**src/rtl/sw_query_stream_if.sv**
```systemverilog
// Query-stream bundle for the Smith-Waterman receiver: host word input,
// job descriptor to the scheduler, and per-base output to the array loader.
interface sw_query_stream_if;
  logic         si_valid;
  logic         si_rdy;
  logic [127:0] si_data;

  logic         desc_valid;
  logic         desc_ready;
  logic [15:0]  desc_query_id;
  logic [31:0]  desc_ref_addr;
  logic [15:0]  desc_query_len;
  logic [31:0]  desc_ref_len;

  logic         base_valid;
  logic         base_ready;
  logic [1:0]   base_data;
  logic         base_last;

  // Host / scheduler / loader side.
  modport master (
    output si_valid, si_data, desc_ready, base_ready,
    input  si_rdy, desc_valid, desc_query_id, desc_ref_addr, desc_query_len,
           desc_ref_len, base_valid, base_data, base_last
  );

  // Receiver side.
  modport slave (
    input  si_valid, si_data, desc_ready, base_ready,
    output si_rdy, desc_valid, desc_query_id, desc_ref_addr, desc_query_len,
           desc_ref_len, base_valid, base_data, base_last
  );
endinterface

```
**src/rtl/sw_query_stream_rx.sv**
```systemverilog
// Receiver for the host-to-card query stream: parses a 128-bit header, issues a
// job descriptor, then unpacks 2-bit query bases LSB-first, one per cycle.
module sw_query_stream_rx #(
  parameter int MAX_QUERY_LEN = 256
) (
  input  logic                clk,
  input  logic                rst,
  sw_query_stream_if.slave    s,
  output logic                err,
  output logic                busy
);

  typedef enum logic [2:0] {
    HDR      = 3'd0,
    DESC     = 3'd1,
    SEQ_WAIT = 3'd2,
    EMIT     = 3'd3,
    DISCARD  = 3'd4
  } state_e;

  state_e        state_q,      state_d;
  logic          si_rdy_q,     si_rdy_d;
  logic          desc_valid_q, desc_valid_d;
  logic          base_valid_q, base_valid_d;
  logic          base_last_q,  base_last_d;
  logic          busy_q,       busy_d;
  logic          err_q,        err_d;
  logic [15:0]   id_q,         id_d;
  logic [31:0]   addr_q,       addr_d;
  logic [15:0]   qlen_q,       qlen_d;
  logic [31:0]   rlen_q,       rlen_d;
  logic [10:0]   words_left_q, words_left_d;
  logic [127:0]  shift_q,      shift_d;
  logic [15:0]   bases_sent_q, bases_sent_d;

  logic          si_hs;
  logic          base_hs;
  logic [15:0]   hdr_qlen;

  assign si_hs    = s.si_valid & si_rdy_q;
  assign base_hs  = base_valid_q & s.base_ready;
  assign hdr_qlen = s.si_data[79:64];

  always_comb begin
    // NOTE: every _d starts from its _q so no path through this block can infer a latch.
    state_d      = state_q;
    err_d        = err_q;
    id_d         = id_q;
    addr_d       = addr_q;
    qlen_d       = qlen_q;
    rlen_d       = rlen_q;
    words_left_d = words_left_q;
    shift_d      = shift_q;
    bases_sent_d = bases_sent_q;

    case (state_q)
      HDR: begin
        if (si_hs) begin
          id_d         = s.si_data[15:0];
          addr_d       = s.si_data[63:32];
          qlen_d       = hdr_qlen;
          rlen_d       = s.si_data[127:96];
          words_left_d = 11'((17'(hdr_qlen) + 17'd63) >> 6);
          bases_sent_d = '0;
          if (hdr_qlen == 16'd0) begin
            err_d = 1'b1;
          end else if (32'(hdr_qlen) > MAX_QUERY_LEN) begin
            err_d   = 1'b1;
            state_d = DISCARD;
          end else begin
            state_d = DESC;
          end
        end
      end
      DESC: begin
        if (desc_valid_q && s.desc_ready) state_d = SEQ_WAIT;
      end
      SEQ_WAIT: begin
        if (si_hs) begin
          shift_d      = s.si_data;
          words_left_d = words_left_q - 11'd1;
          state_d      = EMIT;
        end
      end
      EMIT: begin
        if (base_hs) begin
          shift_d      = shift_q >> 2;
          bases_sent_d = bases_sent_q + 16'd1;
          // Final base wins over the word boundary: tail bases of the last word are dropped.
          if (bases_sent_q == qlen_q - 16'd1) begin
            state_d = HDR;
          end else if (bases_sent_q[5:0] == 6'd63) begin
            state_d = SEQ_WAIT;
          end
        end
      end
      DISCARD: begin
        if (si_hs) begin
          words_left_d = words_left_q - 11'd1;
          if (words_left_q == 11'd1) state_d = HDR;
        end
      end
      default: state_d = HDR;
    endcase

    // Handshake outputs are registered copies of what the next state implies.
    si_rdy_d     = (state_d == HDR) || (state_d == SEQ_WAIT) || (state_d == DISCARD);
    desc_valid_d = (state_d == DESC);
    base_valid_d = (state_d == EMIT);
    base_last_d  = (state_d == EMIT) && (bases_sent_d == qlen_d - 16'd1);
    busy_d       = (state_d != HDR);
  end

  // NOTE: the shift register is ordinary flops, not a RAM, so clearing it on reset is cheap and keeps base_data at 0.
  always_ff @(posedge clk or posedge rst) begin
    if (rst) begin
      state_q      <= HDR;
      si_rdy_q     <= 1'b0;
      desc_valid_q <= 1'b0;
      base_valid_q <= 1'b0;
      base_last_q  <= 1'b0;
      busy_q       <= 1'b0;
      err_q        <= 1'b0;
      id_q         <= '0;
      addr_q       <= '0;
      qlen_q       <= '0;
      rlen_q       <= '0;
      words_left_q <= '0;
      shift_q      <= '0;
      bases_sent_q <= '0;
    end else begin
      // NOTE: non-blocking assignments so every flop samples pre-edge values.
      state_q      <= state_d;
      si_rdy_q     <= si_rdy_d;
      desc_valid_q <= desc_valid_d;
      base_valid_q <= base_valid_d;
      base_last_q  <= base_last_d;
      busy_q       <= busy_d;
      err_q        <= err_d;
      id_q         <= id_d;
      addr_q       <= addr_d;
      qlen_q       <= qlen_d;
      rlen_q       <= rlen_d;
      words_left_q <= words_left_d;
      shift_q      <= shift_d;
      bases_sent_q <= bases_sent_d;
    end
  end

  assign s.si_rdy         = si_rdy_q;
  assign s.desc_valid     = desc_valid_q;
  assign s.desc_query_id  = id_q;
  assign s.desc_ref_addr  = addr_q;
  assign s.desc_query_len = qlen_q;
  assign s.desc_ref_len   = rlen_q;
  assign s.base_valid     = base_valid_q;
  assign s.base_data      = shift_q[1:0];
  assign s.base_last      = base_last_q;
  assign err              = err_q;
  assign busy             = busy_q;

endmodule

```
**src/flat_wrapper.sv**
```systemverilog
// flat-port wrapper written by rule: the top's interface ports become plain ports
module sw_query_stream_rx_flat 
#(
  parameter int MAX_QUERY_LEN = 256
)
  (clk, rst, err, busy, s_si_valid, s_si_data, s_desc_ready, s_base_ready, s_si_rdy, s_desc_valid, s_desc_query_id, s_desc_ref_addr, s_desc_query_len, s_desc_ref_len, s_base_valid, s_base_data, s_base_last);
  sw_query_stream_if s_i ();
  input  logic clk;
  input  logic rst;
  output logic err;
  output logic busy;
  input wire logic [$bits(s_i.si_valid)-1:0] s_si_valid;
  input wire logic [$bits(s_i.si_data)-1:0] s_si_data;
  input wire logic [$bits(s_i.desc_ready)-1:0] s_desc_ready;
  input wire logic [$bits(s_i.base_ready)-1:0] s_base_ready;
  output wire logic [$bits(s_i.si_rdy)-1:0] s_si_rdy;
  output wire logic [$bits(s_i.desc_valid)-1:0] s_desc_valid;
  output wire logic [$bits(s_i.desc_query_id)-1:0] s_desc_query_id;
  output wire logic [$bits(s_i.desc_ref_addr)-1:0] s_desc_ref_addr;
  output wire logic [$bits(s_i.desc_query_len)-1:0] s_desc_query_len;
  output wire logic [$bits(s_i.desc_ref_len)-1:0] s_desc_ref_len;
  output wire logic [$bits(s_i.base_valid)-1:0] s_base_valid;
  output wire logic [$bits(s_i.base_data)-1:0] s_base_data;
  output wire logic [$bits(s_i.base_last)-1:0] s_base_last;
  assign s_i.si_valid = s_si_valid;
  assign s_i.si_data = s_si_data;
  assign s_i.desc_ready = s_desc_ready;
  assign s_i.base_ready = s_base_ready;
  assign s_si_rdy = s_i.si_rdy;
  assign s_desc_valid = s_i.desc_valid;
  assign s_desc_query_id = s_i.desc_query_id;
  assign s_desc_ref_addr = s_i.desc_ref_addr;
  assign s_desc_query_len = s_i.desc_query_len;
  assign s_desc_ref_len = s_i.desc_ref_len;
  assign s_base_valid = s_i.base_valid;
  assign s_base_data = s_i.base_data;
  assign s_base_last = s_i.base_last;
  sw_query_stream_rx #(.MAX_QUERY_LEN(MAX_QUERY_LEN)) u_core (.clk(clk), .rst(rst), .s(s_i), .err(err), .busy(busy));
endmodule
```
**config.mk**
```make
export PLATFORM = sky130hd
export DESIGN_NAME = sw_query_stream_rx_flat
export DESIGN_NICKNAME = d
export VERILOG_FILES = /design/src/rtl/sw_query_stream_if.sv /design/src/rtl/sw_query_stream_rx.sv /design/src/flat_wrapper.sv
export SDC_FILE = /design/constraint.sdc
export NUM_CORES = 1
export LEC_CHECK = 0
export BUFFER_PORTS_ARGS = -buffer_cell sky130_fd_sc_hd__buf_4
export CAP_MARGIN = 20
export CORE_MARGIN = 2
export CORE_UTILIZATION = 42
export CTS_CLUSTER_DIAMETER = 80
export DETAILED_ROUTE_END_ITERATION = 6
export GPL_TIMING_DRIVEN = 1
export PLACE_DENSITY = 0.66
export SLEW_MARGIN = 20
export SYNTH_ARGS = -nofsm -noshare
export SYNTH_HDL_FRONTEND = slang
export SYNTH_SLANG_ARGS = --single-unit
export TNS_END_PERCENT = 5
```
**constraint.sdc**
```tcl
create_clock -name clk -period 15.83 [get_ports clk]
set_clock_uncertainty 0.15 [all_clocks]
set_input_delay 1.583 -clock clk [delete_from_list [all_inputs] [get_ports clk]]
set_output_delay 1.583 -clock clk [all_outputs]
set_load 0.02 [all_outputs]
```
==> impl_metrics.yaml, run 1 <==
outcome:
  status: "completed"
run:
  drv_cap: 0
cells_and_area:
  diodes: 0
  final_cell_mix: "nand2_1 (404), dfrtp_1 (260), buf_4 (243)"
  syn_to_final_growth_pct: 23.5
  num-nets-final: 1706
  final_common_cell: "nand2_1"
  final_layout_size_suffix_gt1_frac: 0.209
route:
  wire_per_inst_um: 17.3
  wl_mm: 34.4
  ant_nets: 0
  route.vias.total: 10694
  vias_per_cell: 5.38
  drc_errors: 0
  drt-initial-drc-count: 739
  firstDrtPassIters: 6
critical_path:
  reg2reg_from: "u_core.state_q[0]"
  end_kind: "register"
  cp-endpoint: "u_core.s.base_last"
  rrSetupSlack_ns: 11.12
  cp_max_fo: 65
  critPathLaunchType: "input port"
  cp.arrival_ns: 5.45
  startpoint: "s_si_valid"
  worstRegToRegCells: 10
  cp.required_ns: 16.12
  rr_endpoint: "u_core.s.base_last"
  criticalPathCategory: "in2reg"
floorplanning:
  boundaryPins: 237
  die-area_sq_um: 32200
  die_h_um: 179
  start_util: 0.424
  die_w_um: 179
  coreArea_sq_um: 30400
  fp-row-count: 64
global_routing:
  grt_max_degree: 150
  gr-total-overflow: 0
  grt_util_all_layers: 0.211
  antenna_found_initial: 0
  grt_pass1_wl_mm: 54.8
  grt_pass1_vias: 10503
sta:
  period_share: 0.326
  finalSetupViolations: 0
  worst_hold_slack_ns: 0.325
  period_needed_ns: 5.16
  slew_headroom: 0.272
  final_hold_viol_count: 0
  timing.fmax_ghz: 0.194
  slew_viol_final: 0
  rsz0062_at_grt: "no"
  tns_ns: 0
  worstMarginPinSlew_ns: 1.09
synth:
  synth-seq-cells: 260
  yosysWarningCount: 0
  async_flop_share: 1.00
  synth_fp_nets: 1519
  synth_largest_area_cell: "dfrtp_1"
  synth_edf_count: 0
  synth_area_leaders: "dfrtp_1 (50%), nand2_1 (12%), mux2i_1 (10%)"
  synth_top_cell_area_share: 0.504
  netlist_instances: 1381
  synth.avg_cell_area_sq_um: 9.35
  synth_seq_area_share: 0.504
  synth_ff_type: "dfrtp_1"
  syn_area_sq_um: 12900
  ys_types: 82
clock_network:
  cts_buffer_depth: 3
  cts_root_buf: "clkbuf_16"
  cts_tree: "built"
  holdBufCountCts: 0
  cts_setup_buffers: 0
  cts_resized: 0
  clk_pin_slew_ns: 0.06
  cts_made_buffers: 30
  htree_levels: 1
  numClockSinks: 260
  clock_latency_ns: 0.55
pwr:
  cellLeakagePower_nw: 7.90
  swShare: 0.368
  power_density_nw_per_um2: 176
  p_clk_frac: 0.247
  pwr-share-comb: 0.342
  p_seq_frac: 0.411
  netSwitchingPower_mw: 1.03
  peakVddDrop_mv: 0.101
  intPower_mw: 1.77
place:
  port-buffer-count: 236
  hpwl_mm: 23.8
  gp_congestion: 0.867
worst_hold_path:
  hold_path.class: "reg2reg"
through the flow:
step	cells	setup WS [ns]	instance area [sq um]	utilization	power, mW
finish	1986	10.67	16000	0.524	2.81
global route	1986	10.32	16000	0.524	3.00
CTS	1986	10.68	15900	0.524	2.83
detailed placement	1932	10.16	14900	0.491	2.13
global placement	1932	10.18	14900	0.491	2.09
floorplan	1381	6.94	12900	-	1.73
worst min path at each step:
stage	to	cells past startpoint	from	slack, ns
2_1_floorplan	u_core.shift_q[10]	2	u_core.shift_q[10]	0.30
3_3_place_gp	u_core.shift_q[23]	2	u_core.shift_q[23]	0.31
3_5_place_dp	u_core.s.desc_ref_len[7]	2	u_core.s.desc_ref_len[7]	0.31
4_1_cts	u_core.s.desc_ref_addr[4]	2	u_core.s.desc_ref_addr[4]	0.33
5_1_grt	u_core.err	1	u_core.err	0.33
6_report	u_core.s.desc_query_id[1]	2	u_core.s.desc_query_id[1]	0.33
routing by layer:
| layer | track usage | share of wire | wire length (um) | vias to the layer above |
|---|---|---|---|---|
| met2 | 0.330 | 0.46 | 15700 | 351 |
| met3 | 0.0414 | 0.071 | 2430 | 80 |
| met4 | 0.0682 | 0.030 | 1040 | 0 |
| met1 | 0.297 | 0.44 | 15200 | 5129 |
| met5 | 0 | 0 | 0 | - |
| li1 | - | - | - | 5134 |
sequential cells by signal, summed over array words and instances, names as in the netlist, 3 cells and up:
signal / count
u_core.s.desc_query_id: 16
u_core.shift_q: 128
u_core.state_q: 3
u_core.s.desc_ref_len: 32
u_core.s.desc_query_len: 16
u_core.s.desc_ref_addr: 32
u_core.bases_sent_q: 16
u_core.words_left_q: 11
cell families (layout without fill, tap and decap cells):
group                    Yosys count  after routing  share of synthesized area
AO/OA/AOI/OAI                    247            247                      0.113
buffers and inverters            106            315                     0.0327
XOR/XNOR                          45             45                     0.0305
flip-flops                       260            260                      0.504
AND/OR/NAND/NOR                  574            574                      0.202
adder cells (fa/ha/maj)            5              5                    0.00485
multiplexers                     144            144                      0.114
layout make-up:
class | instances | area (sq um)
Multi-Input combinational cell | 1015 | 6010
Fill cell | 2849 | 14500
Inverter | 15 | 63.8
Sequential cell | 260 | 6510
Timing Repair Buffer | 246 | 1870
Clock buffer | 44 | 893
Clock inverter | 10 | 111
Tap cell | 396 | 495
synth_stat cells, drive strengths merged, types with 3 or more instances:
master	number
nand2	405
dfrtp	260
o21ai	165
mux2i	134
clkbuf	61
buf	30
nor2	27
xnor2	25
a21oi	23
nor3	23
xor2	20
nand3	19
nand4	16
nor4	16
inv	15
and3	10
mux2	10
or3	8
a211oi	6
nand2b	6
and2	5
ha	5
nor2b	5
nor4b	5
or2	5
or4	5
a22oi	4
nand3b	4
o21a	4
o221ai	4
o31ai	4
a31oi	3
and4b	3
o2111ai	3
o211ai	3
o22ai	3
power by group through the flow:
stage / combinational (mW) / sequential (mW) / clock [mW]
after floorplan: 0.495 / 1.24 / 0
after global placement: 0.942 / 1.15 / 0
after detailed placement: 0.967 / 1.16 / 0
after CTS: 0.969 / 1.15 / 0.709
after global routing: 1.07 / 1.19 / 0.735
final: 0.959 / 1.15 / 0.692
worst max-delay path, stage by stage:
cell	delay (ns)
buf_4	0.09
nand4bb_1	0.73
nor2_4	0.75
buf_4	0.42
buf_4	0.63
mux2_2	0.43
xor2_1	0.24
xnor2_1	0.15
and4b_1	0.20
o22ai_1	0.07
nor4_2	0.13
(Power assumes the default switching activity.)
==> run 2: changes to the inputs <==
==> constraint.sdc (replaced) <==
create_clock -name clk -period 5.4 [get_ports clk]
set_clock_uncertainty 0.15 [all_clocks]
set_input_delay 0.54 -clock clk [delete_from_list [all_inputs] [get_ports clk]]
set_output_delay 0.54 -clock clk [all_outputs]
set_load 0.02 [all_outputs]
==> impl_metrics.yaml, run 2 (synthesis gave the netlist of run 1 again) <==
outcome:
  status: "completed"
sta:
  slew_headroom: 0.281
  period_needed_ns: 3.50
  period_share: 0.649
  worstMarginPinSlew_ns: 1.08
  worst_slack_ns: 1.90
  final_hold_viol_count: 0
  timing.fmax_ghz: 0.286
  rsz0062_at_grt: "no"
  finalSetupViolations: 0
  slew_viol_final: 0
  tns_ns: 0
global_routing:
  grt_util_met2: 0.339
  antenna_found_initial: 0
  grt_max_degree: 255
  grt_pass1_wl_mm: 55.6
  busiest_layer: "met2"
  grt_util_all_layers: 0.216
  use_met1: 0.302
  grt_pass1_vias: 10382
  use_met3: 0.0546
  gr-total-overflow: 0
place:
  port-buffer-count: 236
  dpl_cell_area_sq_um: 15000
  gp_congestion: 0.876
  place_worst_setup_slack_ns: 1.92
  hpwl_mm: 24.3
pwr:
  peakVddDrop_mv: 0.295
  swShare: 0.371
  p_clk_frac: 0.242
  pwr-share-comb: 0.346
  intPower_mw: 5.15
  p_seq_frac: 0.412
  netSwitchingPower_mw: 3.04
  power_density_nw_per_um2: 515
  cellLeakagePower_nw: 7.87
floorplanning:
  die_h_um: 179
  die_w_um: 179
  coreArea_sq_um: 30400
  die-area_sq_um: 32200
  boundaryPins: 237
  start_util: 0.424
  fp-row-count: 64
critical_path:
  criticalPathCategory: "reg2reg"
  cp.arrival_ns: 3.81
  cp_max_fo: 65
  critPathLaunchType: "register"
  end_kind: "register"
  rrSetupSlack_ns: 1.90
  cp.required_ns: 5.71
cells_and_area:
  fill_cells: 2778
  diodes: 0
  final_cell_mix: "nand2_1 (404), dfrtp_1 (260), buf_4 (243)"
  final_cell_area_sq_um: 15900
  syn_to_final_growth_pct: 23.3
  largest_reg_flops: 128
  num-nets-final: 1705
  final_common_cell: "nand2_1"
  final_layout_size_suffix_gt1_frac: 0.209
  regMostFlops: "u_core.shift_q"
worst_hold_path:
  hold_path.class: "in2async"
clock_network:
  holdBufCountCts: 0
  cts_resized: 0
  clk_pin_slew_ns: 0.06
  cts_buffer_depth: 3
  cts_setup_buffers: 0
  clock_latency_ns: 0.55
  cts_root_buf: "clkbuf_16"
  cts_tree: "built"
  htree_levels: 1
  cts_made_buffers: 29
  numClockSinks: 260
route:
  wl_mm: 35.0
  wire_per_inst_um: 17.7
  drt-initial-drc-count: 721
  vias_per_cell: 5.34
  ant_nets: 0
  route.vias.total: 10582
  drc_errors: 0
  firstDrtPassIters: 5
run:
  drv_cap: 0
-- run 2: cell count changes in the layout (fill, tap and decap cells not counted), sizes merged --
| cell | before | now |
|---|---|---|
| clkinv | 8 | 5 |
| clkinvlp | 0 | 2 |
| clkbuf | 44 | 42 |
-- run 2: power groups by stage --
stage | logic, mW | registers (mW) | clock network, mW
6_report | 2.83 | 3.38 | 1.98
5_1_grt | 3.18 | 3.50 | 2.13
4_1_cts | 2.85 | 3.38 | 2.04
3_5_place_dp | 2.85 | 3.40 | 0
3_3_place_gp | 2.78 | 3.37 | 0
2_1_floorplan | 1.45 | 3.63 | 0
-- run 2: final timing paths --
| kind | endpoint | startpoint | depth (start not counted) |
|---|---|---|---|
| setup / recovery | u_core.s.base_last | u_core.state_q[2] | 8 |
| hold / removal | u_core.shift_q[24] | rst | 2 |
| setup reg to reg | u_core.s.base_last | u_core.state_q[2] | 8 |
| hold reg to reg | u_core.err | u_core.err | 1 |
| max in group asynchronous | u_core.shift_q[85] | rst | 3 |
| min in group clk | u_core.s.desc_ref_len[13] | s_si_data[109] | 3 |
-- run 2: final cells by class --
class / count / area, sq um / area share
flip-flops and latches: 260 / 6510 / 0.409
clock buffers: 42 / 855 / 0.0537
inverters: 15 / 60.1 / 0.00377
well taps: 396 / 495 / 0.0311
multi-input cells: 1015 / 6020 / 0.378
clock inverters: 9 / 105 / 0.00660
repair buffers: 246 / 1880 / 0.118
-- run 2: per-layer routing --
| layer | wire (um) | part of all wire |
|---|---|---|
| met1 | 15400 | 0.44 |
| met2 | 16100 | 0.46 |
| met3 | 2860 | 0.082 |
| met4 | 699 | 0.020 |
| met5 | 0 | 0 |
-- run 2: stage by stage --
stage | utilization | power, mW | hold slack, ns | std cells
2_1_floorplan | - | 5.09 | 0.299 | 1381
3_3_place_gp | 0.492 | 6.15 | 0.310 | 1932
3_5_place_dp | 0.492 | 6.24 | 0.308 | 1932
4_1_cts | 0.523 | 8.27 | 0.0160 | 1983
5_1_grt | 0.523 | 8.80 | 0.0292 | 1983
6_report | 0.523 | 8.19 | 0.0302 | 1983
-- run 2: critical path: stages (launching register included) --
cell	delay (ns)
dfrtp_1	0.57
nand3b_1	0.46
buf_4	0.91
o31ai_1	0.25
xnor2_1	0.20
o2111ai_1	0.20
nor4b_2	0.28
o2111ai_1	0.16
nor4_2	0.22
==> run 3: changes to the inputs <==
--- a/config.mk
+++ b/config.mk
@@ -12,7 +12,7 @@
 export CTS_CLUSTER_DIAMETER = 80
 export DETAILED_ROUTE_END_ITERATION = 6
 export GPL_TIMING_DRIVEN = 1
-export PLACE_DENSITY = 0.66
+export PLACE_DENSITY = 0.68
 export SLEW_MARGIN = 20
 export SYNTH_ARGS = -nofsm -noshare
 export SYNTH_HDL_FRONTEND = slang
==> constraint.sdc (replaced) <==
create_clock -name clk -period 3.2 [get_ports clk]
set_clock_uncertainty 0.15 [all_clocks]
set_input_delay 0.32 -clock clk [delete_from_list [all_inputs] [get_ports clk]]
set_output_delay 0.32 -clock clk [all_outputs]
set_load 0.02 [all_outputs]
==> impl_metrics.yaml, run 3 (synthesis gave the netlist of run 1 again) <==
outcome:
  status: "completed"
clock_network:
  clk_pin_slew_ns: 0.06
  htree_levels: 1
  cts_root_buf: "clkbuf_16"
  cts_tree: "built"
  numClockSinks: 260
  cts_made_buffers: 29
  clock_latency_ns: 0.55
  cts_buffer_depth: 3
critical_path:
  reg2reg_from: "u_core.s.desc_query_len[10]"
  critPathLaunchType: "register"
  critPathTopFamily: "simple AND/OR/NAND/NOR gates"
  end_kind: "register"
  crit_slowest_cell: "nor3_1"
  startpoint: "u_core.s.desc_query_len[10]"
  cp.arrival_ns: 3.39
  criticalPathCategory: "reg2reg"
  worstRegToRegCells: 8
  path_buf_inv: 1
  rr_endpoint: "u_core.s.desc_valid"
  rrSetupSlack_ns: 0.14
  cp_max_fo: 7
  cp.required_ns: 3.52
  worstPathCellList: "nor3_1 -> nand4_4 -> nor4bb_1 -> a311oi_1 -> a211o_1 -> o41ai_4 -> inv_2 -> nor3_2"
  slowest_delay_ns: 0.48
route:
  route.vias.total: 11478
  drc_errors: 0
  firstDrtPassIters: 5
  wl_mm: 38.4
  vias_per_cell: 5.34
  drt-initial-drc-count: 790
  top_layer: "met4"
  wl_met2_mm: 17.9
  wl_met3_mm: 2.55
  wire_per_inst_um: 17.9
  ant_nets: 0
  met1Wirelength_mm: 17.0
floorplanning:
  die_h_um: 179
  boundaryPins: 237
  die-area_sq_um: 32200
  start_util: 0.424
  die_w_um: 179
  coreArea_sq_um: 30400
  fp-row-count: 64
sta:
  final_hold_viol_count: 0
  worst_hold_slack_ns: 0.0358
  worstMarginPinSlew_ns: 1.10
  tns_ns: 0
  period_share: 0.957
  slew_viol_final: 0
  worst_slack_ns: 0.137
  period_needed_ns: 3.06
  finalSetupViolations: 0
  slew_headroom: 0.268
  rsz0062_at_grt: "no"
  timing.fmax_ghz: 0.326
global_routing:
  antenna_found_initial: 0
  grt_max_degree: 138
  grt_pass1_wl_mm: 59.4
  grt_pass1_vias: 11400
  grt_util_all_layers: 0.230
  gr-total-overflow: 0
cells_and_area:
  final_util: 0.578
  final_layout_size_suffix_gt1_frac: 0.214
  final_cell_area_sq_um: 17600
  syn_to_final_growth_pct: 36.1
  stdcell_count: 2148
  final_common_cell: "nand2_1"
  final_cell_mix: "nand2_1 (404), buf_4 (273), dfrtp_1 (258)"
  largest_reg_flops: 128
  regMostFlops: "u_core.shift_q"
  num-nets-final: 1868
place:
  gp_congestion: 0.904
  dp.cells: 1964
  port-buffer-count: 236
  hpwl_mm: 25.8
  place_worst_setup_slack_ns: 0.119
  dpl_cell_area_sq_um: 15300
worst_hold_path:
  holdPathEnd: "u_core.shift_q[74]"
  holdPathStages: 3
  hold_start: "s_si_data[74]"
  hold_path.class: "in2reg"
pwr:
  finalPower_mw: 14.2
  cellLeakagePower_nw: 8.60
  peakVddDrop_mv: 0.448
  power_density_nw_per_um2: 810
run:
  drv_cap: 0
## run 3: changes by cell type in the layout (fill, tap and decap cells not counted), sizes merged
cell,change
dlygate4sd3,+126
clkinvlp,+3
bufinv,-1
buf,+36
diode,+1
clkbuf,-2
clkinv,+2
## run 3: worst max-delay path by stage
stage,end,depth (start not counted)
after floorplan,u_core.bases_sent_q[0],1
after global placement,u_core.s.desc_valid,10
after detailed placement,u_core.s.desc_valid,10
after CTS,u_core.s.desc_valid,10
after global routing,u_core.s.base_last,11
final,u_core.s.desc_valid,8
## run 3: what timing repair did
item	CTS	global route
endpoints found under the hold margin	230	0
setup endpoints to repair	0	3
buffers inserted	0	4
resized for setup	0	6
hold buffers	126	0
## run 3: final cells by class
cell class / count / area [sq um]
antenna: 1 / 2.50
clock buffer: 39 / 823
clock inverter: 13 / 123
timing repair buffer: 409 / 3520
sequential: 260 / 6510
inverter: 15 / 60.1
multi-input combinational: 1015 / 6050
tap: 396 / 495
fill: 2617 / 12900
## run 3: worst min-delay path, cell delays in order
cell and delay (ns):
buf_4 0.14, mux2i_1 0.10, o21ai_0 0.14
## run 3: power by group
group | total [mW] | switching, mW | leakage [nW] | internal [mW]
sequential | 5.67 | 0.987 | 3.28 | 4.68
clock | 3.28 | 1.39 | 0.458 | 1.89
combinational | 5.29 | 3.01 | 4.86 | 2.27
## run 3: layer usage
metal  vias to the layer above  track usage
li1                       5455            -
met4                         0       0.0655
met3                        76       0.0403
met2                       399        0.367
met5                         -            0
met1                      5548        0.324
